File: src/rtl/elastic_buffer_if.sv
// Valid/ready handshake bundle for elastic_buffer: producer side (*_in) and consumer side (*_out).
// The slave modport is the buffer's view; master is the surrounding pipeline's view.
interface elastic_buffer_if #(
   parameter type T = logic
) ();
   logic valid_in;
   logic ready_in;
   T     data_in;
   logic valid_out;
   logic ready_out;
   T     data_out;

   modport slave (
      input  valid_in,
      input  data_in,
      input  ready_out,
      output ready_in,
      output valid_out,
      output data_out
   );

   modport master (
      output valid_in,
      output data_in,
      output ready_out,
      input  ready_in,
      input  valid_out,
      input  data_out
   );
endinterface

File: src/rtl/elastic_buffer.sv
// DEPTH-entry circular elastic buffer; ready_in depends only on registered occupancy.
// Optional squash port enabled by defining ELASTIC_BUFFER_FLUSH_EN.
module elastic_buffer #(
   parameter type T     = logic,
   parameter int  DEPTH = 2,
   parameter int  CW    = $clog2(DEPTH + 1)
) (
   input  logic            clk,
   input  logic            reset,
`ifdef ELASTIC_BUFFER_FLUSH_EN
   input  logic            flush,
`endif
   elastic_buffer_if.slave bus,
   output logic [CW-1:0]   count
);
   localparam int PW = (DEPTH > 1) ? $clog2(DEPTH) : 1;

   T              r_mem [DEPTH];
   logic [PW-1:0] r_wr_ptr;
   logic [PW-1:0] r_rd_ptr;
   logic [CW-1:0] r_cnt;

   logic w_full;
   logic w_empty;
   logic w_push;
   logic w_pop;

   // Wrap by explicit compare so non-power-of-two depths work.
   function automatic logic [PW-1:0] f_ptr_inc(input logic [PW-1:0] p);
      return (p == PW'(DEPTH - 1)) ? '0 : p + 1'b1;
   endfunction

   assign w_full  = (r_cnt == CW'(DEPTH));
   assign w_empty = (r_cnt == '0);

`ifdef ELASTIC_BUFFER_FLUSH_EN
   assign bus.ready_in  = !w_full && !flush;
   assign bus.valid_out = !w_empty && !flush;
`else
   assign bus.ready_in  = !w_full;
   assign bus.valid_out = !w_empty;
`endif

   assign w_push       = bus.valid_in && bus.ready_in;
   assign w_pop        = bus.valid_out && bus.ready_out;
   assign bus.data_out = r_mem[r_rd_ptr];
   assign count        = r_cnt;

   // Storage carries no reset; occupancy alone decides what is valid.
   always_ff @(posedge clk) begin
      if (w_push) begin
         r_mem[r_wr_ptr] <= bus.data_in;
      end
   end

   always_ff @(posedge clk) begin
      if (reset) begin
         r_wr_ptr <= '0;
         r_rd_ptr <= '0;
         r_cnt    <= '0;
      end
`ifdef ELASTIC_BUFFER_FLUSH_EN
      else if (flush) begin
         r_wr_ptr <= '0;
         r_rd_ptr <= '0;
         r_cnt    <= '0;
      end
`endif
      else begin
         if (w_push) begin
            r_wr_ptr <= f_ptr_inc(r_wr_ptr);
         end
         if (w_pop) begin
            r_rd_ptr <= f_ptr_inc(r_rd_ptr);
         end
         if (w_push && !w_pop) begin
            r_cnt <= r_cnt + 1'b1;
         end else if (w_pop && !w_push) begin
            r_cnt <= r_cnt - 1'b1;
         end
      end
   end
endmodule

File: src/flat_wrapper.sv
// flat-port wrapper written by rule: the top's interface ports become plain ports
module elastic_buffer_flat 
#(
   parameter type T     = logic,
   parameter int  DEPTH = 2,
   parameter int  CW    = $clog2(DEPTH + 1)
)
  (clk, reset, count, bus_valid_in, bus_data_in, bus_ready_out, bus_ready_in, bus_valid_out, bus_data_out);
  elastic_buffer_if #(.T(T)) bus_i ();
  input  logic clk;
  input  logic reset;
  output logic [CW-1:0] count;
  input wire logic [$bits(bus_i.valid_in)-1:0] bus_valid_in;
  input wire logic [$bits(bus_i.data_in)-1:0] bus_data_in;
  input wire logic [$bits(bus_i.ready_out)-1:0] bus_ready_out;
  output wire logic [$bits(bus_i.ready_in)-1:0] bus_ready_in;
  output wire logic [$bits(bus_i.valid_out)-1:0] bus_valid_out;
  output wire logic [$bits(bus_i.data_out)-1:0] bus_data_out;
  assign bus_i.valid_in = bus_valid_in;
  assign bus_i.data_in = bus_data_in;
  assign bus_i.ready_out = bus_ready_out;
  assign bus_ready_in = bus_i.ready_in;
  assign bus_valid_out = bus_i.valid_out;
  assign bus_data_out = bus_i.data_out;
  elastic_buffer #(.T(T), .DEPTH(DEPTH), .CW(CW)) u_core (.clk(clk), .reset(reset), .bus(bus_i), .count(count));
endmodule
File: config.mk
export PLATFORM = sky130hd
export DESIGN_NAME = elastic_buffer_flat
export DESIGN_NICKNAME = d
export VERILOG_FILES = /design/src/rtl/elastic_buffer_if.sv /design/src/rtl/elastic_buffer.sv /design/src/flat_wrapper.sv
export SDC_FILE = /design/constraint.sdc
export NUM_CORES = 1
export LEC_CHECK = 0
export ABC_AREA = 1
export CORE_AREA = 2 2 39 41
export DETAILED_ROUTE_END_ITERATION = 10
export DIE_AREA = 0 0 41 43
export SLEW_MARGIN = 10
export SYNTH_ARGS = -nofsm -noshare
export SYNTH_HDL_FRONTEND = slang
export SYNTH_SLANG_ARGS = --single-unit
export TNS_END_PERCENT = 30
File: constraint.sdc
create_clock -name clk -period 1.2 [get_ports clk]
set_clock_uncertainty 0.1 [all_clocks]
set_input_delay 0.12 -clock clk [delete_from_list [all_inputs] [get_ports clk]]
set_output_delay 0.12 -clock clk [all_outputs]
set_load 0.01 [all_outputs]
==> flow_summary.ini, run 1 <==
[worst_setup_path]
beginning_of_the_critical_path = u_core.count[0]
critPathCaptureType = flop
path_delay_family = flip-flops
arr_time_crit_path_ns = 1.29
timing.critical_path.slowest_stage_cell = dfxtp_4
critical_path_depth = 7
critPathMaxStageDelay_ns = 0.35
timing.reg2reg.worst_path_depth = 7
critPathLaunchType = flop
crit_type = flop to flop
worst-endpoint-required_ns = 1.24
critical_path.endpoint = u_core.count[0]
crit_chain = inv_6, nand2_4, nand2_4, clkinv_4, ha_4, o21ai_0, a21oi_1
timing.rr.start = u_core.count[0]
reg2reg_setup_slack_ns = -0.06
timing.critical_path.buf_inv = 2
path_common_cell = nand2_4
crit_fanout = 3
timing.rr.end = u_core.count[0]

[finish]
areaGrowthSynthToFinish_pct = 72.59
fin_util_pct = 40.42
sequential_cell_area_um2 = 168.9
n_antenna_cell = 0
final_net_count = 68
fillCellCount = 146
layout-drive-gt1-share_pct = 49.18
final_area_um2 = 559.3
multiInputGateArea_um2 = 168.9

[routing]
drt-initial-drc-count = 2
remaining_drc_errors = 0
vias = 306
drt_first_pass_iters = 2
route.detailed.wl_per_inst_um = 8.909
detail_route.vias_per_cell = 3.974
postRouteAntennaNets = 0
finalWirelength_um = 686

[global_route]
first_global_vias = 342
grt_first_pass_wirelength_um = 1200
global_route.usage.total_pct = 10.20
grt_max_degree = 5
antenna_found_initial = 0
grt_overflow_total = 0

[floorplan]
total_i_o_pin_count = 10
placementRows = 14
floorplan.initialDensity_pct = 23.42
die_height_um = 43
die_area_um2 = 1763
coreArea_um2 = 1384
die_x_um = 41

[logic_synthesis]
number_of_flops_mapped_to_enable_cells_by_yosys = 2
synth_top_cell_area_share_pct = 30.89
postSynthAreaPerCell_um2 = 8.102
synth_sequential_area_ratio_pct = 49.42
syn-num-nets = 46
netlist_area_um2 = 324.1
synth_top_flop_cell = dfxtp_1
syn_inst = 40
synth-seq-cells = 7
synth.area.top_cells = dfxtp_1, edfxtp_1, nor2_1
async_flop_share_pct = 0
synth.yosys.warnings = 0
post_synth_most_frequent_cells = nor2_1, inv_1, nand2_1, dfxtp_1
synthDominantAreaCellType = dfxtp_1
yosys.cell_types.count = 15
synthMostInstantiatedCell = nor2_1

[power_and_ir_drop]
p_per_area_nw_per_um2 = 2366
leakage_nw = 0.2588
vdd_drop_max_mv = 0.9663
post-layout-total-power_mw = 1.323

[place]
post-dp-hpwl_um = 527.7
gpl.final_weighted_congestion = 0.6927
total_cell_area_at_the_placement_stage_um2 = 520.5
buffers_on_ports = 9

[timing]
timing.slew.headroom_pct = 88.76
final.min_clock_period_ns = 1.257
number_of_max_slew_violations_in_the_final_report = 0
worst_slack_ns = -0.05730
timing.fmax_mhz = 795.4
grt_setup_unrepaired = true
fin_crit_sh_pct = 104.8
finalSetupTns_ns = -0.1434
finalSetupViolations = 4
worst-slew-pin-transition_ns = 0.1687
timing_hold_violations_final = 0

[clocking]
clock_tree.buffer_depth = 2
number_of_buffers_created_by_cts = 3
worst_setup_hold_path_clk_slew_ns = 0.06
clock_insertion_delay_worst_skew_ns = 0.25
cts_max_level = 1
clock-root-buffer = clkbuf_4
clock_tree_from_tritoncts = done
numClockSinks = 7

[run_status]
violations_in_the_final_reports = negative setup slack
outcome = complete, but fails checks

[min_path]
worstHoldPathType = input port to flop

[flow_run]
drv.max_cap_violation_count = 0
==> logic make-up after synthesis <==
kind of cell | Yosys count | share of synthesized area, %
buffers and inverters | 8 | 9.649
muxes | 1 | 3.475
adders and majority gates | 1 | 3.860
DFF | 7 | 49.42
and+or+nand+nor | 19 | 27.41
AOI/OAI and AO/OA | 4 | 6.178
==> per-layer routing <==
metal  global-route usage (%)  vias up  part of all wire, %
li1                         -      168                    -
met1                    11.80      132                   50
met2                    15.63        6                   46
met3                    1.571        0                  3.6
met4                    8.000        0                    0
met5                        0        -                    0
==> where the power goes <==
part / leakage, nW / total, mW / internal, mW / switching, mW
sequential: 0.0617 / 0.394 / 0.334 / 0.0597
combinational: 0.182 / 0.717 / 0.371 / 0.345
clock: 0.0150 / 0.213 / 0.127 / 0.0864
==> final cells by class <==
type	count	share of cell area (%)
clock buffer	4	4.698
inverter	8	7.159
multi-input combinational	25	30.20
sequential	7	30.20
tap	16	3.579
timing repair buffer	17	24.16
==> timing repair <==
item / 4_1_cts / 5_1_grt
setup endpoints to repair: 7 / 8
buffers inserted: 1 / 1
hold buffers: 0 / 0
pin swaps: 3 / 3
gates resized for setup: 15 / 6
==> worst min path at each step <==
stage	depth (start not counted)	slack (ns)	startpoint	end
2_1_floorplan	0	0.12	bus_data_in	u_core.r_mem[0]
5_1_grt	1	0.37	bus_data_in	u_core.r_mem[0]
4_1_cts	1	0.37	bus_data_in	u_core.r_mem[0]
3_3_place_gp	2	0.38	u_core.r_rd_ptr	u_core.r_rd_ptr
6_report	1	0.36	bus_data_in	u_core.r_mem[0]
3_5_place_dp	2	0.40	u_core.r_rd_ptr	flop
==> worst register-to-register path, delay by kind of cell (launching register included) <==
family / cells / cell delay, ns
compound gates: 2 / 0.21
fa+ha+maj: 1 / 0.24
buf+inv: 2 / 0.12
flops: 1 / 0.35
simple gates: 2 / 0.12
==> layout by cell type (no fill, tap or decap), drive strengths merged <==
cell type / Yosys / routed
nand4: 1 / 1
edfxtp: 2 / 2
nand3: 2 / 2
dlygate4sd2: 0 / 1
ha: 1 / 1
clkinv: 1 / 1
dfxtp: 5 / 5
clkdlybuf4s50: 0 / 4
mux2: 1 / 1
a21oi: 2 / 2
clkbuf: 0 / 7
buf: 0 / 9
inv: 7 / 7
nand2: 9 / 9
o21ai: 2 / 2
nor2: 7 / 7
==> per-stage QoR <==
stage	instances	worst slack, ns	hold WS [ns]
after floorplan	40	-0.09274	0.1189
after global routing	77	-0.1816	0.3662
after detailed placement	71	-0.1905	0.3999
after CTS	76	-0.07230	0.3692
final	77	-0.05730	0.3622
after global placement	71	-0.1841	0.3841
Note: power is estimated with default switching activity, not from simulation.
==> inputs of run 2 (changes only) <==
--- a/config.mk
+++ b/config.mk
@@ -9,6 +9,7 @@
 export CORE_AREA = 2 2 39 41
 export DETAILED_ROUTE_END_ITERATION = 10
 export DIE_AREA = 0 0 41 43
+export GPL_ROUTABILITY_DRIVEN = 0
 export SLEW_MARGIN = 10
 export SYNTH_ARGS = -nofsm -noshare
 export SYNTH_HDL_FRONTEND = slang
==> results of run 2 <==
Same layout as run 1: the final DEF is identical, and so are final timing and power.
==> inputs of run 3 (changes only) <==
--- a/config.mk
+++ b/config.mk
@@ -7,10 +7,12 @@
 export LEC_CHECK = 0
 export ABC_AREA = 1
 export CORE_AREA = 2 2 39 41
+export CTS_CLUSTER_SIZE = 20
 export DETAILED_ROUTE_END_ITERATION = 10
 export DIE_AREA = 0 0 41 43
 export GPL_ROUTABILITY_DRIVEN = 0
-export SLEW_MARGIN = 10
+export HOLD_SLACK_MARGIN = 0.12
+export SLEW_MARGIN = 20
 export SYNTH_ARGS = -nofsm -noshare
 export SYNTH_HDL_FRONTEND = slang
 export SYNTH_SLANG_ARGS = --single-unit
==> results of run 3 <==
Same layout as run 1: the final DEF is identical, and so are final timing and power.
==> variant 1 (flow settings as in run 2) <==
`DEPTH` is set to 2 in 2 places; all go to 4.
--- a/src/rtl/elastic_buffer.sv
+++ b/src/rtl/elastic_buffer.sv
@@ -2,7 +2,7 @@
 // Optional squash port enabled by defining ELASTIC_BUFFER_FLUSH_EN.
 module elastic_buffer #(
    parameter type T     = logic,
-   parameter int  DEPTH = 2,
+   parameter int  DEPTH = 4,
    parameter int  CW    = $clog2(DEPTH + 1)
 ) (
    input  logic            clk,
--- a/src/flat_wrapper.sv
+++ b/src/flat_wrapper.sv
@@ -2,7 +2,7 @@
 module elastic_buffer_flat 
 #(
    parameter type T     = logic,
-   parameter int  DEPTH = 2,
+   parameter int  DEPTH = 4,
    parameter int  CW    = $clog2(DEPTH + 1)
 )
   (clk, reset, count, bus_valid_in, bus_data_in, bus_ready_out, bus_ready_in, bus_valid_out, bus_data_out);
Interface: changed (resized count); port bits go from 10 to 11. The function was not compared with the original's and may differ.
==> variant 1 against run 2 <==
- via count grew 83%
- critical path type unchanged
- wire length grew 86%
- cell area grew 79%
- area after synthesis grew 110%
- die area is the same
- total power grew 66%
- the flow still finishes with violations (setup timing)
- sequential cell count grew 6
- setup slack lost 460 ps
==> variant 1: results (changes against run 2) <==
- The worst-case vdd ir drop is 1.392 mV (+44%).
- The data arrival at the endpoint of the critical path is 1790 ps (+500 ps).
- The worst register-to-register path begins at u_core.count[0]$_SDFFE_PP0P_.
- The worst hold path startpoint is reset.
- The net count after synthesis is 91 (+98%).
- The number of placed cells counting well taps is 116 (+63%).
- The share of post-route cells with drive strength above 1 is 0.5189 (+0.02706).
- The global routing met2 resource utilization is 0.2344 (+0.07813).
- The capture point of the worst reg-to-reg path is u_core.count[1]$_SDFFE_PP0P_.
- The count of different cell masters after synthesis was 19 (+4).
- In the post-synthesis netlist, the biggest area contributors are sky130_fd_sc_hd__dfxtp_1 26%, sky130_fd_sc_hd__edfxtp_1 17%, sky130_fd_sc_hd__ha_1 11%.
- The maximum fanout along the worst path is 2 (-1).
- The worst reg2reg path depth is 9 (+2).
- The total routed wirelength is 1279 um (+86%).
- Ranked by instance count, the synthesized netlist is headed by 15 x sky130_fd_sc_hd__nor2_1, 14 x sky130_fd_sc_hd__inv_1, 9 x sky130_fd_sc_hd__dfxtp_1, 9 x sky130_fd_sc_hd__nand2_1, 6 x sky130_fd_sc_hd__ha_1.
- The met1 capacity usage during global routing is 0.1987 (+0.08064).
- The total routing usage reported by global routing is 0.1550 (+0.05299).
- The final setup violation count is 7 (+3).
- The global routing usage on met3 is 0.03141 (+0.01571).
- The instance count along the most critical hold path is 2 (+1).
- The slack of the worst reg-to-reg path was -520 ps (-460 ps).
- The via count of the first global-routing pass is 484 (+42%).
- The post-route worst setup slack came to -521.1 ps (-463.8 ps).
- The mean instance size in the synthesized netlist is 8.695 um^2 (+7.3%).
- The reported leakage power is 0.4743 nW (+83%).
- The run finished, with violations left.
- The global-route wire length before repair is 1856 um (+55%).
- The count of buffers from port buffering was 10 (+1).
- The largest net degree at the start of global routing was 8 (+3).
- The worst hold path terminates at u_core.count[0]$_SDFFE_PP0P_.
- The vias per cell came to 4.598 (+16%).
- The placed wire-length estimate after detailed placement is 920.7 um (+74%).
- The number of enable-type register cells in the synthesized netlist is 4 (+2).
- The post-route worst hold slack is 305.1 ps (-57.15 ps).
- The register clock-pin slew on the reported worst setup and hold paths came to 80 ps (+20 ps).
- The share of synthesized area occupied by flip-flops and latches is 0.4372 (-0.05705).
- The final reports fail on setup timing.
## variant 1: metal layers
| metal | up-vias | share of wire |
|---|---|---|
| met3 | 2 | 0.036 |
| met1 | 253 | 0.45 |
| met2 | 8 | 0.50 |
| li1 | 298 | - |
| met4 | 0 | 0.0070 |
| met5 | - | 0 |
## variant 1: area by class of cell
type                       count  area [um^2]
clock buffer                   4        26.28
fill                         118        381.6
sequential                    13        311.5
multi-input combinational     52        400.4
tap                           16        20.02
inverter                      14        52.55
timing repair buffer          23        191.4
## variant 1: logic make-up (layout without fill, tap and decap cells)
logic type | Yosys count | after routing | share of synthesized area
adders and majority gates | 7 | 7 | 0.1384
AOI/OAI and AO/OA | 7 | 7 | 0.05100
DFF | 13 | 13 | 0.4372
buffers and inverters | 14 | 41 | 0.07650
xor gates and xnor gates | 1 | 1 | 0.01275
and+or+nand+nor | 37 | 37 | 0.2842
## variant 1: worst max-delay path by stage
stage,from,end,slack (ps),cells past startpoint
floorplan,u_core.count[0]$_SDFFE_PP0P_,u_core.count[1]$_SDFFE_PP0P_,-540,9
global placement,bus_valid_in,u_core.count[2]$_SDFFE_PP0P_,-590,12
detailed placement,bus_valid_in,u_core.count[2]$_SDFFE_PP0P_,-620,12
CTS,u_core.count[1]$_SDFFE_PP0P_,u_core.count[1]$_SDFFE_PP0P_,-500,9
global route,u_core.count[0]$_SDFFE_PP0P_,u_core.count[2]$_SDFFE_PP0P_,-600,11
finish,u_core.count[0]$_SDFFE_PP0P_,u_core.count[1]$_SDFFE_PP0P_,-520,9
## variant 1: what timing repair did
action	CTS	global route
pin swaps	7	7
gates resized for setup	27	20
cloned	0	0
setup buffers	2	2
setup endpoints to repair	12	17
## variant 1: worst max-delay path, cell delays in order, from the launching register on
cell and delay (ps):
sky130_fd_sc_hd__dfxtp_4 360, sky130_fd_sc_hd__nor2_4 160, sky130_fd_sc_hd__nand2_4 80, sky130_fd_sc_hd__nand2_4 70, sky130_fd_sc_hd__inv_2 40, sky130_fd_sc_hd__ha_4 150
sky130_fd_sc_hd__inv_2 60, sky130_fd_sc_hd__fa_2 430, sky130_fd_sc_hd__o21ai_2 120, sky130_fd_sc_hd__nor2_1 40
## variant 1: where the power goes
part	switching (mW)	internal, mW	total, mW
logic	0.610	0.631	1.24
registers	0.0947	0.596	0.690
clock network	0.135	0.128	0.263
total	0.840	1.35	2.19
## variant 1: per-stage QoR
step	util	cell area, um^2	setup WS (ps)	setup TNS [ps]
final	0.7242	1002	-521.1	-1688
after global routing	0.7242	1002	-603.3	-2444
after CTS	0.7089	980.9	-502.9	-2146
after detailed placement	0.6646	919.6	-615.7	-2758
after global placement	0.6646	919.6	-587.2	-2595
after floorplan	-	716.9	-538.7	-1254
==> variant 2 (flow settings as in run 2) <==
Without the edit above. Make the reset (`reset`) asynchronous in one clocked block.
--- a/src/rtl/elastic_buffer.sv
+++ b/src/rtl/elastic_buffer.sv
@@ -53,7 +53,7 @@
       end
    end
 
-   always_ff @(posedge clk) begin
+   always_ff @(posedge clk or posedge reset) begin
       if (reset) begin
          r_wr_ptr <= '0;
          r_rd_ptr <= '0;
Function: differs if reset is asserted again (counterexample within 4 cycles, from zero or initial values and one cycle with reset high); with reset held inactive, the same outputs for 10 cycles.
==> variant 2 against run 2 <==
- the flow still finishes with violations (setup timing)
- sequential cell count shrank 1
- critical path depth grew 1
- cell area is 1.6% lower
- setup slack lost 38 ps
- area after synthesis shrank 1.5%
- total power increased by 7.9%
- wire length is 5.0% lower
- die area is the same
- core utilization down 0.63 points
- sequential share of layout area is 0.88 points lower
- largest cell class is now multi-input combinational cells
- highest routed layer is now met4
==> variant 2: results (changes against run 2) <==
- The routed wire length on met3 came to 27 um (+8.0%).
- The proportion of synthesized flip-flops having asynchronous set or reset is 0.6667 (+0.6667).
- The placement-stage cell area was 471.7 um^2 (-9.4%).
- The average wire per cell in the routed design came to 9.588 um (+7.6%).
- The tightest slew margin relative to the limit was 0.8947 (+0.007188).
- The clock network contribution to total cell area is 0.04773 (+0.0007474).
- The multi-input combinational cell count was 19 (-24%).
- The min-delay analysis places its worst path in the category in2reg.
- The summed negative setup slack over all endpoints was -186.4 ps (-43.03 ps).
- The non-clock buffer contribution to total cell area was 0.2500 (+0.008388).
- The via count of the first global-routing pass is 295 (-14%).
- The global routing usage on met3 came to 0.03141 (+0.01571).
- The final setup violation count is 3 (-1).
- The vias per cell is 4.074 (+2.5%).
- The reported leakage power is 0.2624 nW (+1.4%).
- By count the netlist is led by 6 x sky130_fd_sc_hd__nand2_1, 5 x sky130_fd_sc_hd__inv_1, 4 x sky130_fd_sc_hd__dfrtp_1.
- The sink count of the clock tree is 6 (-1).
- The cell area after layout was 550.5 um^2 (-1.6%).
- The share of synthesized area occupied by flip-flops and latches is 0.5020 (+0.007752).
- The placed wire-length estimate after detailed placement is 453.3 um (-14%).
- The met1 capacity usage during global routing is 0.1126 (-0.005450).
- The post-route worst setup slack is -95.26 ps (-37.96 ps).
- The number of post-CTS setup repair buffers is 2 (+1).
- The checks that failed: setup timing.
- The global-route wire length before repair was 1110 um (-7.5%).
- The number of fill cells is 145 (-0.68%).
- The most used flip-flop cell after synthesis is sky130_fd_sc_hd__dfrtp_1.
- The number of detailed-route iterations in the first pass is 1 (-1).
- By area the synthesized netlist is led by sky130_fd_sc_hd__dfrtp_1 31%, sky130_fd_sc_hd__edfxtp_1 19%, sky130_fd_sc_hd__nand2_1 7.1%.
- The critical path startpoint is u_core.count[1]$_DFFE_PP0P_.
- The maximum fanout along the worst path was 4 (+1).
- The flow ran to the end, but the final reports show violations.
- The global routing met2 resource utilization is 0.1375 (-0.01875).
- The combined area of the multi-input logic cells came to 176.4 um^2 (+4.4%).
- The total routing usage reported by global routing is 0.1003 (-0.001716).
- The count of plain and timing-repair buffers in the layout was 16 (-1).
- The sequential cell area in the final layout is 161.4 um^2 (-4.4%).
- The worst-case vdd ir drop is 0.8567 mV (-11%).
- The total of cells resized after clock tree synthesis is 20 (+5).
- The count of routing violations after the opening detailed-route iteration came to 0 (-2).
- The post-placement setup slack was -199.0 ps (-8.451 ps).
- The number of hold-repair buffers added at the cts stage is 1 (+1).
- The total routed wirelength is 652 um (-5.0%).
-- variant 2: cell count changes after synthesis, sizes merged, moves of 2 or more --
cell	before	now
dfxtp	5	0
a21oi	2	0
dfrtp	0	4
o21ai	2	0
nor2	7	2
-- variant 2: worst max-delay path, stage by stage (launching register included) --
cell	delay, ps
sky130_fd_sc_hd__dfrtp_2	440
sky130_fd_sc_hd__inv_2	90
sky130_fd_sc_hd__nand2_4	70
sky130_fd_sc_hd__nand2_4	70
sky130_fd_sc_hd__ha_4	210
sky130_fd_sc_hd__inv_4	50
sky130_fd_sc_hd__nand3_2	40
sky130_fd_sc_hd__nand2_1	50
sky130_fd_sc_hd__nand2_1	50
-- variant 2: where the power goes --
| group | leakage [nW] | switching (mW) | total [mW] | internal [mW] |
|---|---|---|---|---|
| Sequential | 0.0650 | 0.0760 | 0.384 | 0.308 |
| Combinational | 0.182 | 0.398 | 0.845 | 0.447 |
| Clock | 0.0150 | 0.0728 | 0.199 | 0.126 |
| Total | 0.262 | 0.547 | 1.43 | 0.881 |
-- variant 2: final timing paths --
check | slack (ps) | cells past startpoint | end
setup / recovery | -100 | 8 | u_core.count[1]$_DFFE_PP0P_
hold / removal | 380 | 1 | u_core.r_mem[0]$_DFFE_PP_
setup reg to reg | -100 | 8 | u_core.count[1]$_DFFE_PP0P_
hold reg to reg | 470 | 2 | u_core.count[1]$_DFFE_PP0P_
max in group asynchronous | 310 | 3 | u_core.count[1]$_DFFE_PP0P_
min in group asynchronous | 520 | 3 | u_core.r_rd_ptr$_DFFE_PP0P_
-- variant 2: kinds of logic after synthesis --
kind of cell | share of synthesized area
flip-flops | 0.5020
XOR/XNOR | 0.07845
adder cells (fa/ha/maj) | 0.03921
AND/OR/NAND/NOR | 0.2627
buffers and inverters | 0.08237
multiplexers | 0.03529
